[config.mk]
export PLATFORM = sky130hd
export DESIGN_NAME = uart_tx_arbiter
export DESIGN_NICKNAME = d
export VERILOG_FILES = /design/src/rtl/uart_tx_arbiter.sv
export SDC_FILE = /design/constraint.sdc
export NUM_CORES = 1
export LEC_CHECK = 0
export ABC_AREA = 1
export ABC_CLOCK_PERIOD_IN_PS = 1900
export BUFFER_PORTS_ARGS = -buffer_cell sky130_fd_sc_hd__buf_2
export CAP_MARGIN = 20
export CORE_MARGIN = 4
export CORE_UTILIZATION = 42
export DETAILED_ROUTE_END_ITERATION = 7
export PLACE_DENSITY_LB_ADDON = 0.12
export SLEW_MARGIN = 20
export SYNTH_ARGS = -nofsm -noshare
export SYNTH_HDL_FRONTEND = slang
export SYNTH_SLANG_ARGS = --single-unit
[constraint.sdc]
create_clock -name clk_i -period 1.9 [get_ports clk_i]
set_clock_uncertainty 0.05 [all_clocks]
set_input_delay 0 -clock clk_i [delete_from_list [all_inputs] [get_ports clk_i]]
set_output_delay 0 -clock clk_i [all_outputs]
set_load 0.005 [all_outputs]
[src/rtl/uart_tx_arbiter.sv]
// uart_tx_arbiter: shares one memory-mapped UART transmitter between NumReq
// byte-stream requesters. It polls the UART status register, writes one byte
// to the TX register whenever the FIFO has room, and serves requesters
// round-robin. A requester keeps the grant until its whole message is sent.
//
//   state       | meaning
//   ------------+----------------------------------------------------------
//   S_IDLE      | no owner; pick the next valid requester round-robin
//   S_STAT_REQ  | issue the status read (UartBase+8)
//   S_STAT_WAIT | wait for the status response; bit 0 = TX FIFO full
//   S_BACKOFF   | FIFO was full; count PollGap idle cycles before re-polling
//   S_WR_REQ    | write the owner's byte to UartBase+4 and pulse its ready
//   S_WR_WAIT   | wait for the write response; then keep or release the lock
module uart_tx_arbiter #(
    parameter int          NumReq      = 2,
    parameter logic [31:0] UartBase    = 32'h0002_0000,
    parameter int          PollGap     = 16,
    parameter int          LockTimeout = 1024,
    localparam int         GrantW      = (NumReq > 1) ? $clog2(NumReq) : 1
) (
    input  logic                  clk_i,
    input  logic                  rst_i,
    input  logic [NumReq-1:0]     req_valid_i,
    input  logic [NumReq*8-1:0]   req_data_i,
    input  logic [NumReq-1:0]     req_last_i,
    output logic [NumReq-1:0]     req_ready_o,
    output logic                  uart_req_o,
    output logic [31:0]           uart_addr_o,
    output logic                  uart_we_o,
    output logic [3:0]            uart_be_o,
    output logic [31:0]           uart_wdata_o,
    input  logic                  uart_rvalid_i,
    input  logic [31:0]           uart_rdata_i,
    output logic [GrantW-1:0]     grant_o,
    output logic                  busy_o
);

    localparam int GapW  = (PollGap > 1) ? $clog2(PollGap) : 1;
    localparam int LockW = (LockTimeout > 1) ? $clog2(LockTimeout) : 1;

    typedef enum logic [2:0] {
        S_IDLE,
        S_STAT_REQ,
        S_STAT_WAIT,
        S_BACKOFF,
        S_WR_REQ,
        S_WR_WAIT
    } state_t;

    state_t            r_state;
    logic [GrantW-1:0] r_grant;
    logic [GrantW-1:0] r_last_grant;
    logic              r_last_q;
    logic [GapW-1:0]   r_gap_cnt;
    logic [LockW-1:0]  r_lock_cnt;
    // Set once the write response has arrived and the owner has no next byte:
    // the lock is then held and the timeout counter is running.
    logic              r_hold;

    state_t            w_state_nxt;
    logic [GrantW-1:0] w_grant_nxt;
    logic [GrantW-1:0] w_last_grant_nxt;
    logic              w_last_q_nxt;
    logic [GapW-1:0]   w_gap_nxt;
    logic [LockW-1:0]  w_lock_nxt;
    logic              w_hold_nxt;

    logic [GrantW-1:0] w_pick;
    logic [GrantW-1:0] w_cand;
    logic              w_found;
    logic              w_own_valid;
    logic              w_own_last;
    logic [7:0]        w_own_data;
    logic              w_unused_rdata;

    assign grant_o        = r_grant;
    assign w_own_valid    = req_valid_i[r_grant];
    assign w_own_last     = req_last_i[r_grant];
    assign w_own_data     = req_data_i[{r_grant, 3'b000} +: 8];
    // Only the FIFO-full flag of the status word is meaningful here.
    assign w_unused_rdata = ^uart_rdata_i[31:1];

    // Round-robin search: first valid requester after the last grant, wrapping.
    always_comb begin
        w_pick  = r_last_grant;
        w_found = 1'b0;
        w_cand  = '0;
        for (int i = 1; i <= NumReq; i++) begin
            w_cand = GrantW'((int'(r_last_grant) + i) % NumReq);
            if (!w_found && req_valid_i[w_cand]) begin
                w_pick  = w_cand;
                w_found = 1'b1;
            end
        end
    end

    // Next-state, next-register values and Moore-decoded bus outputs.
    always_comb begin
        w_state_nxt      = r_state;
        w_grant_nxt      = r_grant;
        w_last_grant_nxt = r_last_grant;
        w_last_q_nxt     = r_last_q;
        w_gap_nxt        = r_gap_cnt;
        w_lock_nxt       = r_lock_cnt;
        w_hold_nxt       = r_hold;
        uart_req_o       = 1'b0;
        uart_addr_o      = '0;
        uart_we_o        = 1'b0;
        uart_be_o        = '0;
        uart_wdata_o     = '0;
        req_ready_o      = '0;
        busy_o           = (r_state != S_IDLE);

        case (r_state)
            S_IDLE: begin
                if (w_found) begin
                    w_grant_nxt      = w_pick;
                    w_last_grant_nxt = w_pick;
                    w_state_nxt      = S_STAT_REQ;
                end
            end
            S_STAT_REQ: begin
                uart_req_o  = 1'b1;
                uart_be_o   = 4'b1111;
                uart_addr_o = UartBase + 32'd8;
                w_state_nxt = S_STAT_WAIT;
            end
            S_STAT_WAIT: begin
                if (uart_rvalid_i) begin
                    if (uart_rdata_i[0]) begin
                        w_gap_nxt   = GapW'(PollGap - 1);
                        w_state_nxt = S_BACKOFF;
                    end else begin
                        w_state_nxt = S_WR_REQ;
                    end
                end
            end
            S_BACKOFF: begin
                if (r_gap_cnt == '0) begin
                    w_state_nxt = S_STAT_REQ;
                end else begin
                    w_gap_nxt = r_gap_cnt - GapW'(1);
                end
            end
            S_WR_REQ: begin
                uart_req_o           = 1'b1;
                uart_we_o            = 1'b1;
                uart_be_o            = 4'b0001;
                uart_addr_o          = UartBase + 32'd4;
                uart_wdata_o         = {24'd0, w_own_data};
                req_ready_o[r_grant] = 1'b1;
                w_last_q_nxt         = w_own_last;
                w_hold_nxt           = 1'b0;
                w_state_nxt          = S_WR_WAIT;
            end
            S_WR_WAIT: begin
                if (!r_hold) begin
                    if (uart_rvalid_i) begin
                        if (r_last_q) begin
                            w_state_nxt = S_IDLE;
                        end else if (w_own_valid) begin
                            w_state_nxt = S_STAT_REQ;
                        end else begin
                            w_hold_nxt = 1'b1;
                            w_lock_nxt = LockW'(LockTimeout - 1);
                        end
                    end
                end else if (w_own_valid) begin
                    w_hold_nxt  = 1'b0;
                    w_state_nxt = S_STAT_REQ;
                end else if (r_lock_cnt == '0) begin
                    w_hold_nxt  = 1'b0;
                    w_state_nxt = S_IDLE;
                end else begin
                    w_lock_nxt = r_lock_cnt - LockW'(1);
                end
            end
            default: begin
                w_state_nxt = S_IDLE;
            end
        endcase
    end

    // State and bookkeeping registers; reset abandons any transaction in flight.
    always_ff @(posedge clk_i or posedge rst_i) begin
        if (rst_i) begin
            r_state      <= S_IDLE;
            r_grant      <= '0;
            r_last_grant <= GrantW'(NumReq - 1);
            r_last_q     <= 1'b0;
            r_gap_cnt    <= '0;
            r_lock_cnt   <= '0;
            r_hold       <= 1'b0;
        end else begin
            r_state      <= w_state_nxt;
            r_grant      <= w_grant_nxt;
            r_last_grant <= w_last_grant_nxt;
            r_last_q     <= w_last_q_nxt;
            r_gap_cnt    <= w_gap_nxt;
            r_lock_cnt   <= w_lock_nxt;
            r_hold       <= w_hold_nxt;
        end
    end

endmodule

==> results.yml <==
grt:
  grt.total_usage_pct: 13.3
  grt_pass1_vias: 1371
  overflow: 0
  grt_antenna_before_repair: 0
  grt_pass1_wl_microns: 5920
  grt_max_degree: 17
drt:
  drc: 0
  drt-initial-drc-count: 47
  ant_nets: 0
  drt-pass1-iter-count: 5
  num_vias: 1570
  finalWirelength_microns: 3730
  viasPerCell: 4.23
  wl_per_cell_microns: 10.1
power_and_ir_drop:
  power.leakage_nw: 1.19
  peakVddDrop_mv: 0.623
  power_density_mw_per_mm2: 1220
timing:
  setup_violations: 0
  slew_viol_final: 0
  tns_ps: 0
  finalHoldWorstSlack_ps: 6.87
  finalHoldViolCount: 0
  min_period_over_period_pct: 90.2
  finalCriticalPeriod_ps: 1710
  grt_setup_unrepaired: "false"
  max_freq_ghz: 0.584
synth:
  synth_top_family_by_area: "buffers and inverters"
  yosysTopAreaCell: "dfrtp_1"
  syn_inst: 272
  synth_mux_area_share_pct: 0
  synth_seq_area_share_pct: 28.2
  synth_xor_area_share_pct: 0.936
  synth.avg_cell_area_sq_um: 6.88
  ys_top_cells_by_area: "dfrtp_1, buf_4, nand2_1, nand3_1, inv_1"
  synth-compound-area-share_pct: 8.63
  synthSimpleGateAreaFrac_pct: 29.8
  ys_types: 22
  yosysWarnings: 0
  synth_top_area_share_pct: 26.8
  yosys.area_share.adder_pct: 1.34
  synth-seq-cells: 21
  synth.cell_area_sq_mm: 0.00187
setup_path:
  critPathLaunchType: "flip-flop"
  worstPathArrival_ps: 1870
  slowest_stage: "dlygate4sd3_1"
  critPathKind: "flip-flop to flip-flop"
  cp.required_ps: 2060
  critPathMaxFanout: 6
  worstPathCellList: "inv_2, nand3_1, nand3b_1, dlygate4sd3_1, nand2_1"
  cp-end-kind: "flip-flop"
  cpPeakStageDelay_ps: 570
clock_tree:
  post_cts_buffers: 0
  root_buffer: "clkbuf_8"
  clk_path_buf_depth: 2
  cts_buffers: 3
  cts_sinks: 21
  clk_pin_slew_worst_paths_ps: 80
  cts-htree-levels: 1
  clk_latency_ps: 260
  tritoncts: "done"
final_layout:
  instances_no_fill: 371
  layout.nets: 377
  drive_gt1_share_pct: 20.1
  area_growth_pct: 7.83
  finish.utilization_pct: 46.6
  multi_input_area_sq_um: 963
  fill_cells: 482
  seqCellArea_sq_um: 527
  diodes: 0
  stdcell_area_sq_mm: 0.00202
status:
  status: "completed"
placed_design:
  routabilityCongestion: 0.833
  hpwlAfterDp_microns: 3000
  placed_cell_area_sq_mm: 0.00192
  dpl.cell_count: 362
  io_buffer_count: 44
die:
  rows: 24
  start_util_pct: 43.3
  core-area_sq_mm: 0.00432
  die_x_microns: 74.7
  die_area_sq_mm: 0.00559
  boundaryPins: 129
  fp.dieH_microns: 74.7
hold_path:
  min_path_type: "primary input to flip-flop"
job:
  cap_violations: 0
==> layer usage <==
| layer | vias up | wire, microns | GRT usage, % |
|---|---|---|---|
| met5 | - | 0 | 0 |
| met4 | 0 | 40 | 4.15 |
| met3 | 4 | 173 | 1.60 |
| met2 | 36 | 1870 | 21.4 |
| met1 | 697 | 1650 | 18.9 |
| li1 | 833 | - | - |
==> worst max-delay path, delay by kind of cell (launching register included) <==
kind	cells	cell delay, ps
buf+inv	2	690
flops	1	460
simple gates	3	460
==> cells in the mapped netlist (all sizes together) <==
cell	n
clkbuf	1
a22o	8
or2	2
nand3	25
inv	33
dfrtp	20
o21ai	16
buf	60
dfstp	1
nand4	2
conb	1
nand2	76
nor2	21
xor2	2
nand3b	2
ha	2
==> per-stage QoR <==
stage | worst slack (ps) | power [mW]
final | 187 | 2.45
after global routing | 21.7 | 2.76
after CTS | 86.1 | 2.48
after detailed placement | 326 | 2.16
after global placement | 331 | 2.14
after floorplan | 499 | 1.93
==> power by group <==
group,switching (mW),internal [mW]
Clock,0.152,0.150
Sequential,0.181,0.651
Combinational,0.799,0.522
Total,1.13,1.32
==> final timing paths <==
path,end,slack (ps),startpoint,depth (start not counted)
max,r_last_grant,190,r_state[0],5
min,grant_o,7,req_valid_i[0],4
max reg2reg,r_last_grant,190,r_state[0],5
min reg2reg,r_last_grant,430,r_last_grant,2
max in group asynchronous,r_last_grant,1110,rst_i,4
min in group asynchronous,r_gap_cnt[3],140,rst_i,3
==> layout make-up <==
cell class | instances | share of cell area (%)
Clock buffer | 4 | 2.23
Inverter | 33 | 6.14
Multi-Input combinational cell | 209 | 47.8
Sequential cell | 21 | 26.1
Tap cell | 52 | 3.23
Timing Repair Buffer | 52 | 14.5
==> cells by family (layout without fill, tap and decap cells) <==
logic type | count (synthesis) | count (layout)
adder cells (fa/ha/maj) | 2 | 2
AO/OA/AOI/OAI | 24 | 24
flip-flops | 21 | 21
XOR/XNOR | 2 | 2
AND/OR/NAND/NOR | 128 | 128
other | 1 | 53
buffers and inverters | 94 | 89
==> cell usage in the layout, fill, tap and decap left out, drive strengths merged <==
| cell | Yosys | layout |
|---|---|---|
| dfrtp | 20 | 20 |
| a22o | 8 | 8 |
| inv | 33 | 33 |
| nand2 | 76 | 76 |
| nor2 | 21 | 21 |
| clkbuf | 1 | 4 |
| buf | 60 | 47 |
| xor2 | 2 | 2 |
| dlygate4sd3 | 0 | 5 |
| o21ai | 16 | 16 |
| dfstp | 1 | 1 |
| or2 | 2 | 2 |
| nand3 | 25 | 25 |
| nand3b | 2 | 2 |
| ha | 2 | 2 |
| conb | 1 | 53 |
| nand4 | 2 | 2 |
==> state kept, by name, summed over array words and instances (netlist names) <==
signal,cells
r_lock_cnt,10
r_state,3
r_last_q,1
grant_o,1
r_last_grant,1
r_hold,1
r_gap_cnt,4
==> what timing repair did <==
item / in CTS / in global routing
setup endpoints to repair: 0 / 8
hold endpoints to repair: 23 / 0
hold buffers: 5 / 0
resized for setup: 0 / 1
Power figures use the tool's default switching activity.
